==> src/rtl/multicycle_control_unit_pkg.sv <==
// Shared types and constants for the multicycle control unit: FSM states, RV32I opcodes,
// ALU / memory-size / write-back select encodings and small decode helpers.
package multicycle_control_unit_pkg;

   typedef enum logic [2:0] {
      ST_FETCH     = 3'd0,
      ST_DECODE    = 3'd1,
      ST_EXECUTE   = 3'd2,
      ST_MEMORY    = 3'd3,
      ST_WRITEBACK = 3'd4,
      ST_TRAP      = 3'd5
   } state_e;

   localparam logic [6:0] OPC_LOAD   = 7'b0000011;
   localparam logic [6:0] OPC_STORE  = 7'b0100011;
   localparam logic [6:0] OPC_OP_IMM = 7'b0010011;
   localparam logic [6:0] OPC_OP     = 7'b0110011;
   localparam logic [6:0] OPC_LUI    = 7'b0110111;
   localparam logic [6:0] OPC_BRANCH = 7'b1100011;
   localparam logic [6:0] OPC_JAL    = 7'b1101111;

   localparam logic [2:0] ALU_AND = 3'b000;
   localparam logic [2:0] ALU_OR  = 3'b001;
   localparam logic [2:0] ALU_ADD = 3'b010;
   localparam logic [2:0] ALU_SUB = 3'b110;
   localparam logic [2:0] ALU_SLT = 3'b111;

   localparam logic [1:0] MEM_BYTE = 2'b00;
   localparam logic [1:0] MEM_HALF = 2'b01;
   localparam logic [1:0] MEM_WORD = 2'b10;

   localparam logic [1:0] WB_ALU   = 2'b00;
   localparam logic [1:0] WB_MEM   = 2'b01;
   localparam logic [1:0] WB_PC4   = 2'b10;
   localparam logic [1:0] WB_IMM_U = 2'b11;

   function automatic logic is_supported_opcode(input logic [6:0] op);
      return (op == OPC_LOAD)   || (op == OPC_STORE) || (op == OPC_OP_IMM) ||
             (op == OPC_OP)     || (op == OPC_LUI)   || (op == OPC_BRANCH) ||
             (op == OPC_JAL);
   endfunction

   // Only byte, halfword and word accesses exist; funct3 doubles as the size code.
   function automatic logic mem_funct3_ok(input logic [2:0] f3);
      return f3 <= 3'b010;
   endfunction

endpackage

==> src/rtl/multicycle_control_unit_alu_control_decoder.sv <==
// Purely combinational ALU operation select from opcode/funct3/funct7.
module alu_control_decoder
   import multicycle_control_unit_pkg::*;
(
   input  logic [6:0] opcode_i,
   input  logic [2:0] funct3_i,
   input  logic [6:0] funct7_i,
   output logic [2:0] alu_control_o
);

   logic unused_funct7;
   assign unused_funct7 = ^{funct7_i[6], funct7_i[4:0]};

   always_comb begin
      alu_control_o = ALU_ADD;
      case (opcode_i)
         OPC_OP, OPC_OP_IMM: begin
            case (funct3_i)
               // funct7[5] only distinguishes SUB for register-register ops; ADDI has no SUB form
               3'b000:  alu_control_o = ((opcode_i == OPC_OP) && funct7_i[5]) ? ALU_SUB : ALU_ADD;
               3'b010:  alu_control_o = ALU_SLT;
               3'b110:  alu_control_o = ALU_OR;
               3'b111:  alu_control_o = ALU_AND;
               default: alu_control_o = ALU_ADD;
            endcase
         end
         OPC_BRANCH: alu_control_o = ALU_SUB;
         default:    alu_control_o = ALU_ADD;
      endcase
   end

endmodule

==> src/rtl/multicycle_control_unit.sv <==
// Multicycle RV32I-subset control FSM (FETCH/DECODE/EXECUTE/MEMORY/WRITEBACK/TRAP).
// Optional performance counters are enabled by defining CTRL_PERF_COUNTERS_EN.
module multicycle_control_unit
   import multicycle_control_unit_pkg::*;
(
   input  logic       clk_i,
   input  logic       reset_i,
   input  logic [6:0] opcode_i,
   input  logic [2:0] funct3_i,
   input  logic [6:0] funct7_i,
   input  logic       branch_cond_i,
   input  logic       mem_ready_i,
   output logic       ir_write_o,
   output logic       pc_write_o,
   output logic       reg_write_o,
   output logic       mem_req_o,
   output logic       mem_write_o,
   output logic [2:0] alu_control_o,
   output logic       alu_src_o,
   output logic       pc_src_o,
   output logic [1:0] wb_src_o,
   output logic [1:0] mem_mode_o,
   output logic [2:0] state_o,
   output logic       halt_o
`ifdef CTRL_PERF_COUNTERS_EN
   ,
   output logic [31:0] cycle_count_o,
   output logic [31:0] instret_o
`endif
);

   state_e     state_q;
   logic       ir_write_q, pc_write_q, reg_write_q, mem_req_q, mem_write_q;
   logic       alu_src_q, pc_src_q, halt_q, branch_q;
   logic [2:0] alu_control_q;
   logic [1:0] wb_src_q, mem_mode_q;

   logic       is_load, is_store, is_op_imm, is_branch, is_jal, is_lui, legal;
   logic       store_done;
   logic [2:0] alu_dec;

   assign is_load   = (opcode_i == OPC_LOAD);
   assign is_store  = (opcode_i == OPC_STORE);
   assign is_op_imm = (opcode_i == OPC_OP_IMM);
   assign is_branch = (opcode_i == OPC_BRANCH);
   assign is_jal    = (opcode_i == OPC_JAL);
   assign is_lui    = (opcode_i == OPC_LUI);
   assign legal     = is_supported_opcode(opcode_i) &&
                      (!(is_load || is_store) || mem_funct3_ok(funct3_i));

   alu_control_decoder u_alu_control_decoder (
      .opcode_i      (opcode_i),
      .funct3_i      (funct3_i),
      .funct7_i      (funct7_i),
      .alu_control_o (alu_dec)
   );

   // Outputs are registered alongside the state they belong to; the first FETCH after
   // reset is a quiet cycle that arms ir_write for the following FETCH cycle.
   always_ff @(posedge clk_i) begin
      if (reset_i) begin
         state_q       <= ST_FETCH;
         ir_write_q    <= 1'b0;
         pc_write_q    <= 1'b0;
         reg_write_q   <= 1'b0;
         mem_req_q     <= 1'b0;
         mem_write_q   <= 1'b0;
         mem_mode_q    <= MEM_BYTE;
         alu_control_q <= ALU_ADD;
         alu_src_q     <= 1'b0;
         pc_src_q      <= 1'b0;
         wb_src_q      <= WB_ALU;
         halt_q        <= 1'b0;
         branch_q      <= 1'b0;
      end else begin
         ir_write_q    <= 1'b0;
         pc_write_q    <= 1'b0;
         reg_write_q   <= 1'b0;
         mem_req_q     <= 1'b0;
         mem_write_q   <= 1'b0;
         mem_mode_q    <= MEM_BYTE;
         alu_control_q <= ALU_ADD;
         alu_src_q     <= 1'b0;
         pc_src_q      <= 1'b0;
         wb_src_q      <= WB_ALU;
         branch_q      <= 1'b0;
         case (state_q)
            ST_FETCH: begin
               if (ir_write_q) begin
                  state_q <= ST_DECODE;
               end else begin
                  ir_write_q <= 1'b1;
               end
            end
            ST_DECODE: begin
               if (!legal) begin
                  state_q <= ST_TRAP;
                  halt_q  <= 1'b1;
               end else begin
                  state_q       <= ST_EXECUTE;
                  alu_control_q <= alu_dec;
                  alu_src_q     <= is_load || is_store || is_op_imm;
                  pc_write_q    <= is_branch;
                  branch_q      <= is_branch;
               end
            end
            ST_EXECUTE: begin
               if (is_branch) begin
                  state_q    <= ST_FETCH;
                  ir_write_q <= 1'b1;
               end else if (is_load || is_store) begin
                  state_q     <= ST_MEMORY;
                  mem_req_q   <= 1'b1;
                  mem_write_q <= is_store;
                  mem_mode_q  <= funct3_i[1:0];
               end else begin
                  state_q     <= ST_WRITEBACK;
                  reg_write_q <= 1'b1;
                  pc_write_q  <= 1'b1;
                  pc_src_q    <= is_jal;
                  wb_src_q    <= is_jal ? WB_PC4 : (is_lui ? WB_IMM_U : WB_ALU);
               end
            end
            ST_MEMORY: begin
               if (mem_ready_i) begin
                  if (mem_write_q) begin
                     state_q    <= ST_FETCH;
                     ir_write_q <= 1'b1;
                  end else begin
                     state_q     <= ST_WRITEBACK;
                     reg_write_q <= 1'b1;
                     pc_write_q  <= 1'b1;
                     wb_src_q    <= WB_MEM;
                  end
               end else begin
                  mem_req_q   <= mem_req_q;
                  mem_write_q <= mem_write_q;
                  mem_mode_q  <= mem_mode_q;
               end
            end
            ST_WRITEBACK: begin
               state_q    <= ST_FETCH;
               ir_write_q <= 1'b1;
            end
            ST_TRAP: begin
               state_q <= ST_TRAP;
            end
            default: begin
               state_q <= ST_TRAP;
               halt_q  <= 1'b1;
            end
         endcase
      end
   end

   // A store retires in the very cycle memory acknowledges, and a branch resolves on the
   // live compare result, so those two terms bypass the output registers.
   assign store_done    = (state_q == ST_MEMORY) && mem_write_q && mem_ready_i;

   assign ir_write_o    = !reset_i && ir_write_q;
   assign pc_write_o    = !reset_i && (pc_write_q || store_done);
   assign reg_write_o   = !reset_i && reg_write_q;
   assign mem_req_o     = !reset_i && mem_req_q;
   assign mem_write_o   = !reset_i && mem_write_q;
   assign alu_control_o = reset_i ? ALU_ADD : alu_control_q;
   assign alu_src_o     = !reset_i && alu_src_q;
   assign pc_src_o      = !reset_i && (branch_q ? branch_cond_i : pc_src_q);
   assign wb_src_o      = reset_i ? WB_ALU : wb_src_q;
   assign mem_mode_o    = reset_i ? MEM_BYTE : mem_mode_q;
   assign state_o       = reset_i ? ST_FETCH : state_q;
   assign halt_o        = !reset_i && halt_q;

`ifdef CTRL_PERF_COUNTERS_EN
   logic [31:0] cycle_count_q, cycle_count_d, instret_q, instret_d;

   // Both counters stop advancing once the unit has trapped.
   always_comb begin
      cycle_count_d = cycle_count_q;
      instret_d     = instret_q;
      if (state_q != ST_TRAP) begin
         cycle_count_d = cycle_count_q + 32'd1;
         if (pc_write_o) begin
            instret_d = instret_q + 32'd1;
         end else begin
            instret_d = instret_q;
         end
      end else begin
         cycle_count_d = cycle_count_q;
      end
   end

   // Counter registers.
   always_ff @(posedge clk_i) begin
      if (reset_i) begin
         cycle_count_q <= 32'd0;
         instret_q     <= 32'd0;
      end else begin
         cycle_count_q <= cycle_count_d;
         instret_q     <= instret_d;
      end
   end

   assign cycle_count_o = cycle_count_q;
   assign instret_o     = instret_q;
`endif

endmodule

==> config.mk <==
export PLATFORM = sky130hd
export DESIGN_NAME = multicycle_control_unit
export DESIGN_NICKNAME = d
export VERILOG_FILES = /design/src/rtl/multicycle_control_unit_pkg.sv /design/src/rtl/multicycle_control_unit_alu_control_decoder.sv /design/src/rtl/multicycle_control_unit.sv
export SDC_FILE = /design/constraint.sdc
export NUM_CORES = 1
export LEC_CHECK = 0
export BUFFER_PORTS_ARGS = -buffer_cell sky130_fd_sc_hd__buf_2
export CORE_ASPECT_RATIO = 1.2
export CORE_MARGIN = 4
export CORE_UTILIZATION = 43
export DETAILED_ROUTE_END_ITERATION = 10
export PLACE_DENSITY = 0.74
export SLEW_MARGIN = 10
export SYNTH_ARGS = -nofsm -noshare
export SYNTH_HDL_FRONTEND = slang
export SYNTH_HIERARCHICAL = 1
export SYNTH_SLANG_ARGS = --single-unit
==> constraint.sdc <==
create_clock -name clk_i -period 1.5 [get_ports clk_i]
set_input_delay 0 -clock clk_i [delete_from_list [all_inputs] [get_ports clk_i]]
set_output_delay 0 -clock clk_i [all_outputs]
set_load 0.005 [all_outputs]
==> flow_summary.toml <==
[clock_network]
cts.repair_timing.setup_buffer_count = 0
clock_latency_ps = 290
maximum_level_of_the_cts_h_tree = 1
number_of_buffers_inserted_during_clock_tree_synthesis = 3
clk_path_buf_depth = 2
cts_tree = "built"
cts.sink_count = 19
worst_setup_hold_path_clk_slew_ps = 100
clk_root_buffer_cell = "sky130_fd_sc_hd__clkbuf_4"

[finish]
post-route-util_pct = 63.2
drive_gt1_share_pct = 37.6
most-common-layout-cells = "sky130_fd_sc_hd__buf_2 (32), sky130_fd_sc_hd__dfxtp_1 (18), sky130_fd_sc_hd__nor2b_1 (17)"
antennaDiodeCount = 0
total_area_of_multi_input_combinational_cells_um2 = 727
nets = 200
num-fill-cells = 210
final_common_cell = "sky130_fd_sc_hd__buf_2"
regArea_um2 = 382
layout-area-overhead-vs-synth_pct = 38.0

[global_routing]
groute.layer.met1.usage_pct = 22.4
global_route.usage.total_pct = 18.2
global_route.usage.met2_pct = 30.9
overflow = 0
antenna_found_initial = 0
grt_util_met3_pct = 0.955
largest_net_degree_at_the_start_of_global_routing = 17
first_global_vias = 1119
grt_pass1_wl_mm = 4.75
globalRoute.busiestLayer = "met2"

[worst_hold_path]
worstHoldStart = "funct3_i[0]"
min_delay_worst_endpoint = "alu_control_q[0]"
hold_path_depth = 3
hold_path_class = "input port to register"

[worst_setup_path]
required_ps = 1690
critical_path_peak_fanout = 3
worst_path_max_delay_cell = "sky130_fd_sc_hd__or4_4"
crit_chain = "nor3b_4, nand3_1, or4_4, a2111oi_4"
arrival_time_worst_endpoint_ps = 1700
worst_path_dominant_cell_family = "simple AND/OR/NAND/NOR gates"
path_buf_inv = 0
r2r-end = "alu_src_q"
critical_path_class = "register to register"
reg_to_reg_setup_timing_slack_ps = -2
ff2ff_path_depth = 4
worstSetupStartpointType = "register"
slowest_delay_ps = 460
worst_setup_path_end_kind = "register"
worstReg2RegStart = "state_q[1]"

[place]
port-buffer-count = 32
post-dp-hpwl_mm = 2.12
rd_place_congestion = 0.837

[detailed_routing]
antenna_left = 0
totalWireLength_mm = 2.87
route.detailed.wl_per_inst_um = 13.7
dr_total_vias = 1134
detail_route.first_pass.iterations = 4
drt_first_iter_violations = 11
routed_via_density = 5.43
drcViolationCount = 0

[sta]
setup_tns_ps = -1.60
finalCriticalPeriod_ps = 1500
final-setup-viol-count = 1
worst_slack_ps = -1.60
layout_worst_path_cycle_share_pct = 100
tightest_slew_ps = 476
skew_ps = 1.19
timing_hold_violations_final = 0
max_freq_mhz = 666
slew_headroom_pct = 68.0
grt_setup_unrepaired = "yes"
final_max_slew_viol_count = 0

[logic_synthesis]
ys_seq_elements = 19
syn_area_um2 = 1080
synthTopCellsByArea = "sky130_fd_sc_hd__dfxtp_1 (35%), sky130_fd_sc_hd__nor2b_1 (10%), sky130_fd_sc_hd__a21oi_1 (4.2%)"
netlist.area_leader.share_pct = 35.3
ys_async_sr_fraction_pct = 0
postSynthCellCount = 131
post_synth_num_cell_types = 43
synth_nets = 152
synthDominantAreaCellType = "sky130_fd_sc_hd__dfxtp_1"
ys.warnings.count = 6
synth_sequential_area_ratio_pct = 35.3
synth_edf_count = 0
postSynth.topFlopCell = "sky130_fd_sc_hd__dfxtp_1"
synth_area_per_cell_um2 = 8.22

[floorplanning]
die_area_um2 = 3370
die_width_um = 53.7
io_pins = 39
design.core.area_um2 = 2350
die_h_um = 62.8
floorplan.initialDensity_pct = 45.8
row_count = 19

[pwr]
power.density_nw_per_um2 = 914
vdd.ir_drop.worst_mv = 0.500
power.static_leakage_nw = 0.620

[run_status]
outcome = "complete, but fails checks"
failing_checks = "setup timing"

[flow_run]
drv.max_cap_violation_count = 0
## per-layer routing
layer / part of all wire (%) / vias to the layer above
li1: - / 565
met1: 43 / 530
met2: 51 / 33
met3: 4.0 / 6
met4: 2.0 / 0
met5: 0 / -
## worst max-delay path by stage
stage                     end  slack (ps)         from  cells past startpoint
global route        alu_src_q         -60   state_q[1]                      4
floorplan           alu_src_q         0.5   state_q[1]                      5
global placement    alu_src_q          20   state_q[1]                      4
detailed placement  alu_src_q         -60  opcode_i[4]                      6
CTS                 alu_src_q          10   state_q[1]                      4
finish              alu_src_q          -2   state_q[1]                      4
## Yosys cell counts (all sizes together), types with 2 or more instances
cell      n
or2       2
nand2     5
dfxtp    19
nor2     12
a21o      2
nand4bb   2
o21ai     3
nand3     3
or3       2
nand2b    4
nor3      5
nand3b    2
nand4     3
a21oi     9
and2      4
clkbuf    4
a211oi    3
buf       3
a2111oi   2
nor3b     2
nor4      3
and4bb    2
nor2b    19
inv       2
a22o      2
## worst register-to-register path: stages, from the launching register on
cell                        delay, ps
sky130_fd_sc_hd__dfxtp_2          360
sky130_fd_sc_hd__nor3b_4          230
sky130_fd_sc_hd__nand3_1          120
sky130_fd_sc_hd__or4_4            460
sky130_fd_sc_hd__a2111oi_4        230
## flip-flops by register name, indices dropped and copies added, names as in the netlist
register and cells:
alu_control_q 3, state_q 3, mem_mode_q 2, wb_src_q 2
alu_src_q 1, branch_q 1, halt_q 1, ir_write_q 1
mem_req_q 1, mem_write_q 1, pc_src_q 1, pc_write_q 1
reg_write_q 1
## stage by stage
step | power, mW | cells | worst slack, ps | cell area (um^2) | hold WS [ps]
2_1_floorplan | 0.869 | 131 | 0.459 | 1080 | 96.0
3_3_place_gp | 1.03 | 201 | 23.0 | 1360 | 283
3_5_place_dp | 1.04 | 201 | -56.8 | 1360 | 300
4_1_cts | 1.32 | 209 | 13.8 | 1440 | 8.52
5_1_grt | 1.44 | 209 | -58.5 | 1490 | 22.7
6_report | 1.36 | 209 | -1.60 | 1490 | 16.2
## cells by family after synthesis
kind of cell           after synthesis  share of synthesized area [%]
AND/OR/NAND/NOR                     73                           41.6
buffers and inverters                9                           3.37
flip-flops                          19                           35.3
AO/OA/AOI/OAI                       28                           18.0
multiplexers                         1                          0.929
XOR/XNOR                             1                          0.813
## final cells by class
cell class / count / area share, %
sequential: 19 / 25.7
multi-input combinational: 103 / 48.9
inverter: 2 / 0.505
timing repair buffer: 50 / 20.5
tap: 31 / 2.61
clock buffer: 4 / 1.77
## power by group
part	switching (mW)	internal, mW
Clock	0.150	0.104
Sequential	0.0312	0.548
Combinational	0.254	0.271
Total	0.435	0.923
## timing repair
item,in CTS,in global routing
hold buffers,4,0
resized for setup,5,7
endpoints found under the setup margin,3,8
hold endpoints to repair,3,0
pin swaps,2,1
No activity file was read; power rests on OpenSTA's default activity.
